===== src/rtl/ifetch_pkg.sv =====
// ifetch_pkg: shared types and helpers for the instruction-fetch front end.
//   if_state_e : fetch FSM state encoding (IDLE/REQ/WAIT/HOLD, 2 bits)
//   PC_STEP    : byte distance between sequential instruction words
//   align_pc() : forces an address onto a word boundary
package ifetch_pkg;

    typedef enum logic [1:0] {
        IF_IDLE = 2'b00,
        IF_REQ  = 2'b01,
        IF_WAIT = 2'b10,
        IF_HOLD = 2'b11
    } if_state_e;

    localparam logic [31:0] PC_STEP   = 32'd4;
    localparam logic [31:0] WORD_MASK = 32'hFFFF_FFFC;

    // Clear the two byte-offset bits; masking keeps every input bit referenced.
    function automatic logic [31:0] align_pc(input logic [31:0] addr);
        return addr & WORD_MASK;
    endfunction

endpackage


===== src/rtl/ifetch.sv =====
// ifetch: instruction-fetch front end.
// Owns the architectural PC, issues one word read at a time to instruction
// memory (request/grant/response) and buffers the returned word for decode
// (valid/ready). A redirect squashes in-flight or buffered work and restarts
// fetch at the (word-aligned) target.
//
// Ports:
//   clk, rstn        clock, asynchronous active-low reset
//   redirect_valid   taken branch / jump this cycle (highest priority)
//   redirect_pc      redirect target, bits [1:0] ignored
//   imem_req         read request (decoded from state)
//   imem_addr        read address, always the PC register
//   imem_gnt         memory accepted the request (looked at only in REQ)
//   imem_rvalid      read data valid (looked at only in WAIT)
//   imem_rdata       instruction word
//   inst_valid       buffered instruction present (decoded from state)
//   inst_ready       decode accepts the instruction
//   inst, inst_pc    buffered instruction and its address
module ifetch
    import ifetch_pkg::*;
#(
    parameter logic [31:0] RESET_PC = 32'h0000_0000
) (
    input  logic        clk,
    input  logic        rstn,
    input  logic        redirect_valid,
    input  logic [31:0] redirect_pc,
    output logic        imem_req,
    output logic [31:0] imem_addr,
    input  logic        imem_gnt,
    input  logic        imem_rvalid,
    input  logic [31:0] imem_rdata,
    output logic        inst_valid,
    input  logic        inst_ready,
    output logic [31:0] inst,
    output logic [31:0] inst_pc
);

    if_state_e   state_r,   state_s;
    logic [31:0] pc_r,      pc_s;
    logic        drop_r,    drop_s;
    logic [31:0] inst_r,    inst_s;
    logic [31:0] inst_pc_r, inst_pc_s;

    // Next-state, PC, drop flag and output-buffer logic; redirect overrides the PC last.
    always_comb begin
        state_s   = state_r;
        pc_s      = pc_r;
        drop_s    = drop_r;
        inst_s    = inst_r;
        inst_pc_s = inst_pc_r;

        case (state_r)
            IF_IDLE: begin
                state_s = IF_REQ;
            end
            IF_REQ: begin
                if (imem_gnt) begin
                    state_s = IF_WAIT;
                    // The old-address request is already accepted, so its
                    // response must be thrown away when we redirect now.
                    if (redirect_valid) begin
                        drop_s = 1'b1;
                    end else begin
                        drop_s = 1'b0;
                    end
                end else begin
                    state_s = IF_REQ;
                end
            end
            IF_WAIT: begin
                if (imem_rvalid) begin
                    drop_s = 1'b0;
                    if (drop_r || redirect_valid) begin
                        state_s = IF_REQ;
                    end else begin
                        state_s   = IF_HOLD;
                        inst_s    = imem_rdata;
                        inst_pc_s = pc_r;
                        pc_s      = pc_r + PC_STEP;
                    end
                end else begin
                    state_s = IF_WAIT;
                    if (redirect_valid) begin
                        drop_s = 1'b1;
                    end else begin
                        drop_s = drop_r;
                    end
                end
            end
            IF_HOLD: begin
                // A redirect with inst_ready=1 still counts as a transfer;
                // decode squashes what it took in that cycle.
                if (inst_ready || redirect_valid) begin
                    state_s = IF_REQ;
                end else begin
                    state_s = IF_HOLD;
                end
            end
            default: begin
                state_s = IF_IDLE;
                drop_s  = 1'b0;
            end
        endcase

        if (redirect_valid) begin
            pc_s = align_pc(redirect_pc);
        end else begin
            pc_s = pc_s;
        end
    end

    // State, PC, drop flag and instruction buffer registers.
    always_ff @(posedge clk or negedge rstn) begin
        if (!rstn) begin
            state_r   <= IF_IDLE;
            pc_r      <= align_pc(RESET_PC);
            drop_r    <= 1'b0;
            inst_r    <= 32'h0000_0000;
            inst_pc_r <= 32'h0000_0000;
        end else begin
            state_r   <= state_s;
            pc_r      <= pc_s;
            drop_r    <= drop_s;
            inst_r    <= inst_s;
            inst_pc_r <= inst_pc_s;
        end
    end

    // Outputs come straight from registers or from the state register only.
    assign imem_req   = (state_r == IF_REQ);
    assign imem_addr  = pc_r;
    assign inst_valid = (state_r == IF_HOLD);
    assign inst       = inst_r;
    assign inst_pc    = inst_pc_r;

endmodule


===== config.mk =====
export PLATFORM = sky130hd
export DESIGN_NAME = ifetch
export DESIGN_NICKNAME = d
export VERILOG_FILES = /design/src/rtl/ifetch_pkg.sv /design/src/rtl/ifetch.sv
export SDC_FILE = /design/constraint.sdc
export NUM_CORES = 1
export LEC_CHECK = 0
export CAP_MARGIN = 0
export CORE_MARGIN = 2
export CORE_UTILIZATION = 39
export DETAILED_ROUTE_END_ITERATION = 8
export HOLD_SLACK_MARGIN = 0.05
export MAX_ROUTING_LAYER = met4
export PLACE_DENSITY = 0.83
export SLEW_MARGIN = 20
export SYNTH_ARGS = -nofsm -noshare
export SYNTH_HDL_FRONTEND = slang
export SYNTH_SLANG_ARGS = --single-unit

===== constraint.sdc =====
create_clock -name clk -period 1.63 [get_ports clk]
set_input_delay 0.163 -clock clk [delete_from_list [all_inputs] [get_ports clk]]
set_output_delay 0.163 -clock clk [all_outputs]
set_load 0.01 [all_outputs]

---- After elaboration in Yosys (flattened, before gate mapping) ----
Cells that the tools add are included.
word-level totals
  latch bits .............................. 0
  ROM bits ................................ 0
  register bits after elaboration ......... 99
  logic and storage cells ................. 36
  output and inout port bits .............. 98
  bits of input ports ..................... 70
  memory bits (writable) .................. 0
  memories kept ........................... 0
cells by class
  mux-type cells .......................... 14
  reduce and logical (&&, ||, !) cells .... 9
  magnitude comparators ................... 0
  div/mod/pow operators ................... 0
  $mul .................................... 0
  equality and inequality tests ........... 6
  add/sub/neg operators ................... 1
  bitwise operators ....................... 1
  shift operators ......................... 0
operators by type and width
  cell                   count
  $mux 32                4
  $add 32x3->32 const B  1
  $reduce_and 3->1       3
  $mux 2                 4
  $pmux 2 s4             1
  $reduce_bool 2->1      3
  $eq 2x2->1 const B     2
  $mux 1                 4
  $ne 3x3->1 const B     1
  $eq 2x1->1 const B     1
  $logic_not 2->1        1
  $logic_or 1x1->1       2
  $ne 2x1->1 const B     1
  $ne 2x2->1 const B     1
  $pmux 1 s2             1
  $not 1->1              1

---- Longest topological paths before layout ----
Gate-level depths: netlist (run 1).
  depth after elaboration ................. 5
  mapped depth ............................ 8
  gate-level depth less buffers ........... 4

---- Worst setup path after synthesis (run 1) ----
No wires, ideal clock.
  path kind ............................... register -> register
  start point ............................. reg state_r[0]
  end point ............................... reg pc_r[22], in the netlist imem_addr[22]
  path buffers ............................ 2
  cell stages (with the launch flop) ...... 7
  setup time .............................. 82 ps
  required time ........................... 1548 ps
  period minus slack after synthesis ...... 1795 ps
  path slack .............................. -165 ps
  arrival ................................. 1713 ps
  cells stage by stage .................... dfrtp_1 > and4bb_1 > buf_6 > nand4_4 > buf_6 > or4_1 > a31oi_1
between the ends
  cells in the longest elaborated chain, start to end .. 3
RTL lines
  item                         line           text
  from (decl)                  ifetch.sv:39   if_state_e state_r, state_s;
  from (signal assigned)       ifetch.sv:122  state_r <= state_s;
  $eq 2x2->1                   ifetch.sv:53   case (state_r)
  $reduce_bool 2->1 (no line)  n/a
  $reduce_and 3->1 (no line)   n/a
  to (signal assigned)         ifetch.sv:117  pc_r <= align_pc(RESET_PC);
  to (signal assigned)         ifetch.sv:123  pc_r <= pc_s;
  to (decl)                    ifetch.sv:40   logic [31:0] pc_r, pc_s;
Every way passes these cells.
A chain may end at the register's enable or synchronous reset.

---- Final worst setup path (run 1) ----
  start point ............................. reg state_r[0]
  end point ............................... reg pc_r[15], in the netlist imem_addr[15]
Same word-level chain as after synthesis.

==> out/summary.txt, run 1 <==
Die Span Y: 108 um
critical path capture point: imem_addr[15]
clk buf depth: 2
final wirelength: 11300 um
Slew HR: 64.8%
syn avg cell area: 11.9 sq um
CP bufs+invs: 2
I/O Pins: 168
first-pass GRT wire length: 17500 um
Final Hold Fails: 0
min cycle time layout: 1.76 ns
Setup-failing EPs final: 80
Post-synth EDFFs: 0
Achievable Freq: 570 MHz
sw frac: 29.5%
share of the synthesized area in the top cell type: 56.1%
peak supply drop: 0.000720 V
Main synth FF type: dfrtp_1
post-synthesis sequential area ratio: 56.1%
Setup TNS Final: -6.74 ns
Total Power: 8.49 mW
ant diodes: 0
Slew Limit Fails: 0
Mapped Area: 0.00424 sq mm
post-synthesis cell count: 356
Seq cells post-synth: 95
static leakage: 2.85 nW
cell taking the most area after synthesis: dfrtp_1
WP data required: 1.90 ns
gr usage total: 19.4%
Fillers: 857
CTS H-tree lvls: 3
largest net degree at the start of global routing: 96
Starting Density: 39.6%
vias in the first global route: 3640
vias per inst: 5.12
Logic pwr share: 41.6%
CORE AREA: 0.0107 sq mm
initial antenna violation count: 0
P_sw: 2.50 mW
Maximum Capacitance Violations: 0
P_int: 5.99 mW
failing checks: negative setup slack
vias: 3618
Core Util, Final: 62.2%
Worst R2R Path Depth: 6
RD Place Congestion: 0.801
Initial DRT Pass Iterations: 4
row count: 38
Tcrit/Tclk final: 108%
clk_lat worst skew: 0.35 ns
gr ovfl total: 0
CP max stage delay: 0.39 ns
drt first-iter violations: 170
CTS tree: done
setup slack, reg-to-reg: -0.13 ns
clock buffer count from CTS: 9
Least-Margin Pin Slew: 0.528 ns
status: finished, violations left
critical path fanouts, max: 13
Layout Nets: 633
Layout area overhead: 57.0%
R2R Path End: imem_addr[15]
ys async rst share: 100%
Die Wd: 108 um
CP Capture Type: register
Yosys warnings: 0
critical path class: register to register
startpoint types: register
DRC Markers: 0
leading cell type in the layout, fill and taps excluded: clkdlybuf4s50_1
Reg power frac: 41.7%
Hold WC Path Type: primary input to register
root buffer cell: clkbuf_8
CP top delay family: simple AND/OR/NAND/NOR gates
Die Area: 0.0117 sq mm
Cell variety after synth: 32
Worst-path clk slew: 0.09 ns
CP max-delay cell: dfrtp_1
top post-synthesis cells by area: dfrtp_1 (56%), mux2_2 (16%), a31oi_1 (3.1%)
critical path cell sequence: and4bb_4, nand4_1, buf_6, buf_12, or3_1, a31oi_1
WL/cell: 15.9 um
setup slack after layout: -0.126 ns
r2r startpoint: state_r[0]
RSZ-0062 raised after global routing: yes
pre-CTS setup slack: -0.389 ns
CTS sink count: 95
Pwr Density: 1280 mW/mm^2
port bufs: 161
WP depth: 6
dpl hpwl: 7910 um
crit path from: state_r[0]
commonest cells after routing, fill and taps aside: clkdlybuf4s50_1 (154), dfrtp_1 (92), mux2_2 (62), buf_4 (48), nor2_1 (24)
WP data arrival: 2.03 ns
clk_skew: 0.00789 ns
Antenna Nets Post-Route: 0
share of cells above drive strength 1: 26.3%
clock share of power: 16.7%
-- registers in the layout, indices dropped and copies added (netlist names) --
name and flops:
inst 32, imem_addr 30, inst_pc 30, state_r 2, drop_r 1
-- worst reg2reg max path, stage by stage (launching register included) --
cell,delay (ns)
dfrtp_1,0.39
and4bb_4,0.38
nand4_1,0.11
buf_6,0.17
buf_12,0.13
or3_1,0.34
a31oi_1,0.17
-- power by group through the flow --
stage | registers, mW | clock network (mW) | logic, mW
after floorplan | 3.96 | 0 | 0.999
after global placement | 3.54 | 0 | 3.42
after detailed placement | 3.60 | 0 | 3.51
after CTS | 3.55 | 1.47 | 3.54
after global routing | 3.65 | 1.57 | 3.78
final | 3.54 | 1.42 | 3.53
-- synthesized netlist by cell type (2+ instances only) --
cell and count:
dfrtp_1 95, mux2_2 62, nor2_1 24, a31oi_1 21
nand2_1 21, o21ai_0 18, o31ai_1 13, or4_1 13
clkbuf_1 10, nand3_1 10, buf_2 9, nand4_1 7
or3_1 7, and3_1 6, inv_1 6, buf_4 5
xor2_1 5, and2_1 3, and4_1 3, mux2i_1 3
xnor2_1 3, buf_6 2
-- cell families (layout without fill, tap and decap cells) --
logic type      count (synthesis)  after routing  synth area share, %
buf+inv                        33            240                 3.99
fa+ha+maj                       1              1                0.295
other cells                     1              4               0.0885
flops                          95             95                 56.1
simple gates                   99            100                 12.7
xor+xnor                        8              8                 1.65
mux                            65             65                 17.2
compound gates                 54             54                 7.94
-- worst min-delay path by stage --
stage	start	endpoint	cells after the start
floorplan	rstn	drop_r	0
global placement	rstn	inst[8]	2
detailed placement	rstn	inst_pc[23]	2
CTS	redirect_pc[20]	imem_addr[20]	3
global route	redirect_pc[13]	imem_addr[13]	3
finish	redirect_pc[11]	imem_addr[11]	3
-- through the flow --
stage                     hold WS (ns)  area [sq um]  std cells
after floorplan                 -0.133          4300        359
after global placement           0.251          6310        684
after detailed placement         0.255          6310        684
after CTS                        0.353          6530        703
after global routing             0.356          6650        707
final                            0.356          6650        707
-- routing by layer --
layer | vias to the layer above | routed length (um) | global-route usage (%)
met5 | - | 0 | -
met1 | 1785 | 4810 | 23.9
li1 | 1705 | - | -
met2 | 119 | 5540 | 32.1
met3 | 9 | 808 | 5.18
met4 | 0 | 97 | 4.67
-- area by class of cell --
class                           instances  area, sq um  area share, %
Inverter                                7         26.3          0.395
Clock inverter                          4         20.0          0.301
Clock buffer                           12          155           2.33
Multi-Input combinational cell        232         1790           26.8
Timing Repair Buffer                  217         2110           31.7
Tap cell                              140          175           2.63
Sequential cell                        95         2380           35.8
-- repair_timing --
| item | in CTS | in global routing |
|---|---|---|
| endpoints found under the setup margin | 86 | 84 |
| cloned | 0 | 2 |
| gates resized for setup | 9 | 18 |
| setup buffers | 2 | 3 |
| hold buffers | 1 | 0 |
| endpoints found under the hold margin | 95 | 0 |
| pin swaps | 2 | 7 |
Note: power is estimated with default switching activity, not from simulation.
==> inputs of run 2 (changes only) <==
Settings changed: CAP_MARGIN 0 to not set.
==> results of run 2 <==
Final layout, timing and power as in run 1 (identical DEF).
==> inputs of run 3 (changes only) <==
Settings changed: SLEW_MARGIN 20 to not set.
==> results of run 3 <==
Final layout, timing and power as in run 1 (identical DEF).
==> variant 1 (config.mk and constraints of run 2) <==
The 4 states of `if_state_e` get a one-hot encoding in 4 bits.
--- a/src/rtl/ifetch_pkg.sv
+++ b/src/rtl/ifetch_pkg.sv
@@ -4,11 +4,11 @@
 //   align_pc() : forces an address onto a word boundary
 package ifetch_pkg;
 
-    typedef enum logic [1:0] {
-        IF_IDLE = 2'b00,
-        IF_REQ  = 2'b01,
-        IF_WAIT = 2'b10,
-        IF_HOLD = 2'b11
+    typedef enum logic [3:0] {
+        IF_IDLE = 4'b0001,
+        IF_REQ  = 4'b0010,
+        IF_WAIT = 4'b0100,
+        IF_HOLD = 4'b1000
     } if_state_e;
 
     localparam logic [31:0] PC_STEP   = 32'd4;
Check against the original RTL: same outputs for any inputs over 4 cycles, from zero or initial values and one cycle with rstn low; so few cycles prove little.
==> variant 1 against run 2 <==
  * The flow still finishes with violations (setup timing)
  * Non-clock buffer count increased by 58
  * Critical path depth rose by 1
  * Worst setup slack worse by 0.31 ns
  * Core utilization rose by 9.0 points
  * Routed wire length is 53% higher
  * Power increased by 20%
  * Combinational power up 26%
  * Synthesized area is 9.9% higher
  * Sequential cell count up 2
  * Design area increased by 23%
  * Critical path type unchanged
==> variant 1: results (changes against run 2) <==
Parameter                              Value

Clock tree
  CTS H-tree lvls ... 3 (unchanged)
  Root buffer cell ... clkbuf_16

Final layout
  Proportion of layout cells with a drive suffix above 1 ... 35.94% (+9.7 points)
  Total number of nets in the final design ... 745 (+18%)
  Final instance count without filler cells ... 822 (+16%)
  Number of filler instances in the final layout ... 727 (-15%)

Routing
  1st-iter DRT viols ... 403 (+140%)
  Detailed-router iteration count before antenna repair ... 5 (+1)
  Total number of vias ... 4,667 (+29%)
  DR WL/cell ... 20.97 um (+32%)

STA
  Worst clock skew on the final layout ... 0.01997 ns (+0.01208 ns)
  Total setup violations reported at the end of the flow ... 93 (+16%)
  PnR worst setup slack ... -0.4329 ns (-0.3071 ns)
  Total negative slack for setup checks ... -29.24 ns (-22.50 ns)

Status
  Run status ... complete, but fails checks
  Violations in the final reports ... setup timing

Pwr
  Worst VDD drop ... 750.1 uV (+4.2%)
  Leakage power ... 3.668 nW (+29%)

Synthesis
  Number of instances in the synthesized netlist ... 410 (+15%)
  Post-synth cell types ... 55 (+72%)
  Share of the yosys chip area belonging to registers ... 52.15% (-4.0 points)

Placed design
  HPWL after detailed placement ... 10,680 um (+35%)
  Placed Cells incl. Taps ... 770 (+13%)

Critical path
  Maximum single-stage delay on the critical path ... 0.42 ns (+0.03 ns)
  Endpoint arrival time on the critical path ... 2.29 ns (+0.26 ns)

Global routing
  Pin count of the biggest net entering global routing ... 43 (-55%)
  Wire length of the first global-routing pass ... 25,120 um (+43%)
  Aggregate global-route resource usage ... 26.03% (+6.6 points)

Min path
  Class of the most critical hold timing path ... input port to async pin
## variant 1: changes by cell type after synthesis, sizes merged, moves of 5 or more
cell	change
nand3	+12
nand4	+10
a21oi	+9
a31oi	-9
nor4	+7
nor3	+5
o31ai	-5
## variant 1: cells by family (layout without fill, tap and decap cells)
logic type,Yosys count,after routing,synth area share [%]
compound gates,60,60,8.437
xor+xnor,9,9,1.693
fa+ha+maj,1,1,0.2686
buf+inv,34,299,3.734
flops,97,97,52.15
mux,64,64,15.42
other cells,1,4,0.08052
simple gates,144,145,18.22
## variant 1: layer usage
layer  global-route usage (%)  wire [um]  vias up
met5                        -          0        -
met4                    6.423        290        0
met3                    6.427       1283       33
met2                    44.99       8829      262
met1                    30.60       6831     2314
li1                         -          -     2058
## variant 1: power by group
part | internal (mW) | switching (mW)
logic | 2.73 | 1.73
registers | 3.09 | 0.474
clock network | 1.19 | 0.945
total | 7.01 | 3.15
## variant 1: through the flow
| stage | hold slack, ns | setup slack (ns) | util, % | instance area (um2) | power (mW) |
|---|---|---|---|---|---|
| final | 0.3032 | -0.4329 | 71.22 | 8202 | 10.16 |
| after global routing | 0.3212 | -0.4524 | 71.22 | 8202 | 10.63 |
| after detailed placement | 0.1176 | -0.4512 | 60.72 | 6993 | 7.101 |
| after global placement | 0.1170 | -0.4084 | 60.72 | 6993 | 6.936 |
| after CTS | 0.2942 | -0.2465 | 67.60 | 7785 | 9.686 |
| after floorplan | -0.1326 | -0.4597 | - | 4773 | 5.012 |
## variant 1: repair_timing
item / 4_1_cts / 5_1_grt
pin swaps: 28 / 21
endpoints found under the hold margin: 27 / 0
setup endpoints to repair: 93 / 109
resized for setup: 79 / 77
hold buffers: 1 / 0
buffers inserted: 19 / 12
cloned: 3 / 5
## variant 1: cell type report
type	instances	share of cell area, %
clock buffer	11	2.838
clock inverter	5	0.6865
inverter	8	0.3661
multi-input combinational	283	30.14
sequential	97	29.78
tap	143	2.182
timing repair buffer	275	34.00
## variant 1: worst paths after layout
kind | endpoint | slack, ns | cells after the start
max | inst[11] | -0.43 | 7
min | imem_addr[15] | 0.30 | 2
max reg2reg | inst[11] | -0.43 | 7
min reg2reg | inst[28] | 0.51 | 1
max in group asynchronous | state_r[0] | 0.68 | 3
min in group clk | imem_addr[4] | 0.36 | 3
## variant 1: critical path, delay by kind of cell (launching register included)
kind | cells | cell delay, ns
buffers and inverters | 3 | 0.42
AND/OR/NAND/NOR | 3 | 0.80
flip-flops | 1 | 0.42
multiplexers | 1 | 0.31
==> variant 2 (flow settings as in run 2) <==
Made on the original files. Make the reset (`rstn`) synchronous in one clocked block. Comments in the files are not updated.
--- a/src/rtl/ifetch.sv
+++ b/src/rtl/ifetch.sv
@@ -111,7 +111,7 @@
     end
 
     // State, PC, drop flag and instruction buffer registers.
-    always_ff @(posedge clk or negedge rstn) begin
+    always_ff @(posedge clk) begin
         if (!rstn) begin
             state_r   <= IF_IDLE;
             pc_r      <= align_pc(RESET_PC);
Function: differs if rstn is asserted again (counterexample within 4 cycles, from zero or initial values and one cycle with rstn low); with rstn held inactive, the same outputs for 4 cycles.
==> variant 2 against run 2 <==
  * The run still ends with setup timing left
  * Routed wire length increased by 38%
  * Count of clock-buffer cells in the layout stayed put
  * Synthesized cell count grew 46%
  * Sequential cell count is the same
  * Worst setup slack lost 0.098 ns
  * Clock skew up 0.00075 ns
  * Synthesized area fell by 2.9%
  * Design area grew 11%
  * Highest routed layer unchanged
Power is not compared: it rests on default switching activity, and its combinational part moved more than twofold at a synthesized area within 25%.
==> variant 2: results (changes against run 2) <==
Parameter                              Value

Final layout
  Flip-flop and latch share of the layout cell area ... 26.16% (-9.6 points)
  Proportion of layout cells with a drive suffix above 1 ... 29.23% (+3.0 points)
  Final clock-cell share ... 2.696% (+0.063 points)
  Non-clock buffer count in the final layout ... 239 (+10%)
  Non-clock buffer area fraction after layout ... 33.57% (+1.9 points)

Synthesis
  Share of the yosys chip area belonging to registers ... 46.23% (-9.9 points)
  Share of synthesized area spent on multiplexers ... 0.4866% (-17 points)
  Synthesized area per cell ... 7.896 um2 (-34%)
  Synth async-reset ratio ... 0% (-100 points)
  Area of the mapped netlist ... 4114 um2 (-2.9%)
  Cell types with the highest counts after synthesis ... nand2_1, dfxtp_1, a21oi_1, clkbuf_1, o21ai_0
  Post-synth cell types ... 46 (+44%)
  Arithmetic-cell share of the synthesized area counting full adders, half adders and majority gates ... 0.3041% (+0.0088 points)
  Main area contributors after synthesis ... dfxtp_1, nand2_1, a21oi_1

STA
  PnR worst setup slack ... -0.2235 ns (-0.09765 ns)
  Total setup violations reported at the end of the flow ... 81 (+1.3%)
  Total negative slack for setup checks ... -8.452 ns (-1.712 ns)

Global routing
  Via count of the first global-routing pass ... 4,534 (+25%)
  Global routing met3 resource utilization ... 3.343% (-1.8 points)
  Pin count of the biggest net entering global routing ... 41 (-57%)
  Global-route track usage on met1 ... 30.27% (+6.4 points)

Placed design
  Placement Cell Area ... 6238 um2 (-1.1%)
  Setup slack after placement ... -0.5414 ns (-0.1520 ns)
  Placer Congestion ... 0.8904 (+11%)

Status
  Run status ... complete, but fails checks
  Violations in the final reports ... setup timing

Routing
  DR WL/cell ... 17.77 um (+12%)
  Total length of routed met3 wires ... 996 um (+23%)
  DR vias/cell ... 5.531 (+8.1%)
  Met2 wirelength from detailed routing ... 7774 um (+40%)
  Detailed-router iteration count before antenna repair ... 5 (+1)

Min path
  Hold path startpoint ... imem_rdata[16]

Critical path
  Largest fanout on the critical path ... 6 (-7)
  Launching point of the worst reg2reg path ... state_r[0]
[variant 2: cell count changes in the layout (fill, tap and decap cells not counted), sizes merged, moves of 11 or more]
cell / run 2 / this run
a21oi: 0 / 65
buf: 55 / 72
mux2: 62 / 0
a311oi: 0 / 11
dfrtp: 95 / 0
nand2: 21 / 139
dfxtp: 0 / 95
[variant 2: worst max-delay path: stages (launching register included)]
cell and delay, ns:
dfxtp_2 0.33, nand4bb_4 0.26, buf_6 0.17, or4_4 0.45, buf_4 0.16, o31ai_1 0.25
a31oi_1 0.12
[variant 2: what timing repair did]
item,4_1_cts,5_1_grt
cloned,2,7
hold endpoints to repair,0,0
buffers inserted,7,9
setup endpoints to repair,24,63
resized for setup,18,140
pin swaps,8,46
[variant 2: worst paths after layout]
kind / end / slack [ns] / cells after the start
worst max-delay path: imem_addr[19] / -0.22 / 6
worst min-delay path: inst[16] / 0.35 / 3
worst max register to register: imem_addr[19] / -0.22 / 6
worst min register to register: inst_pc[20] / 0.46 / 2
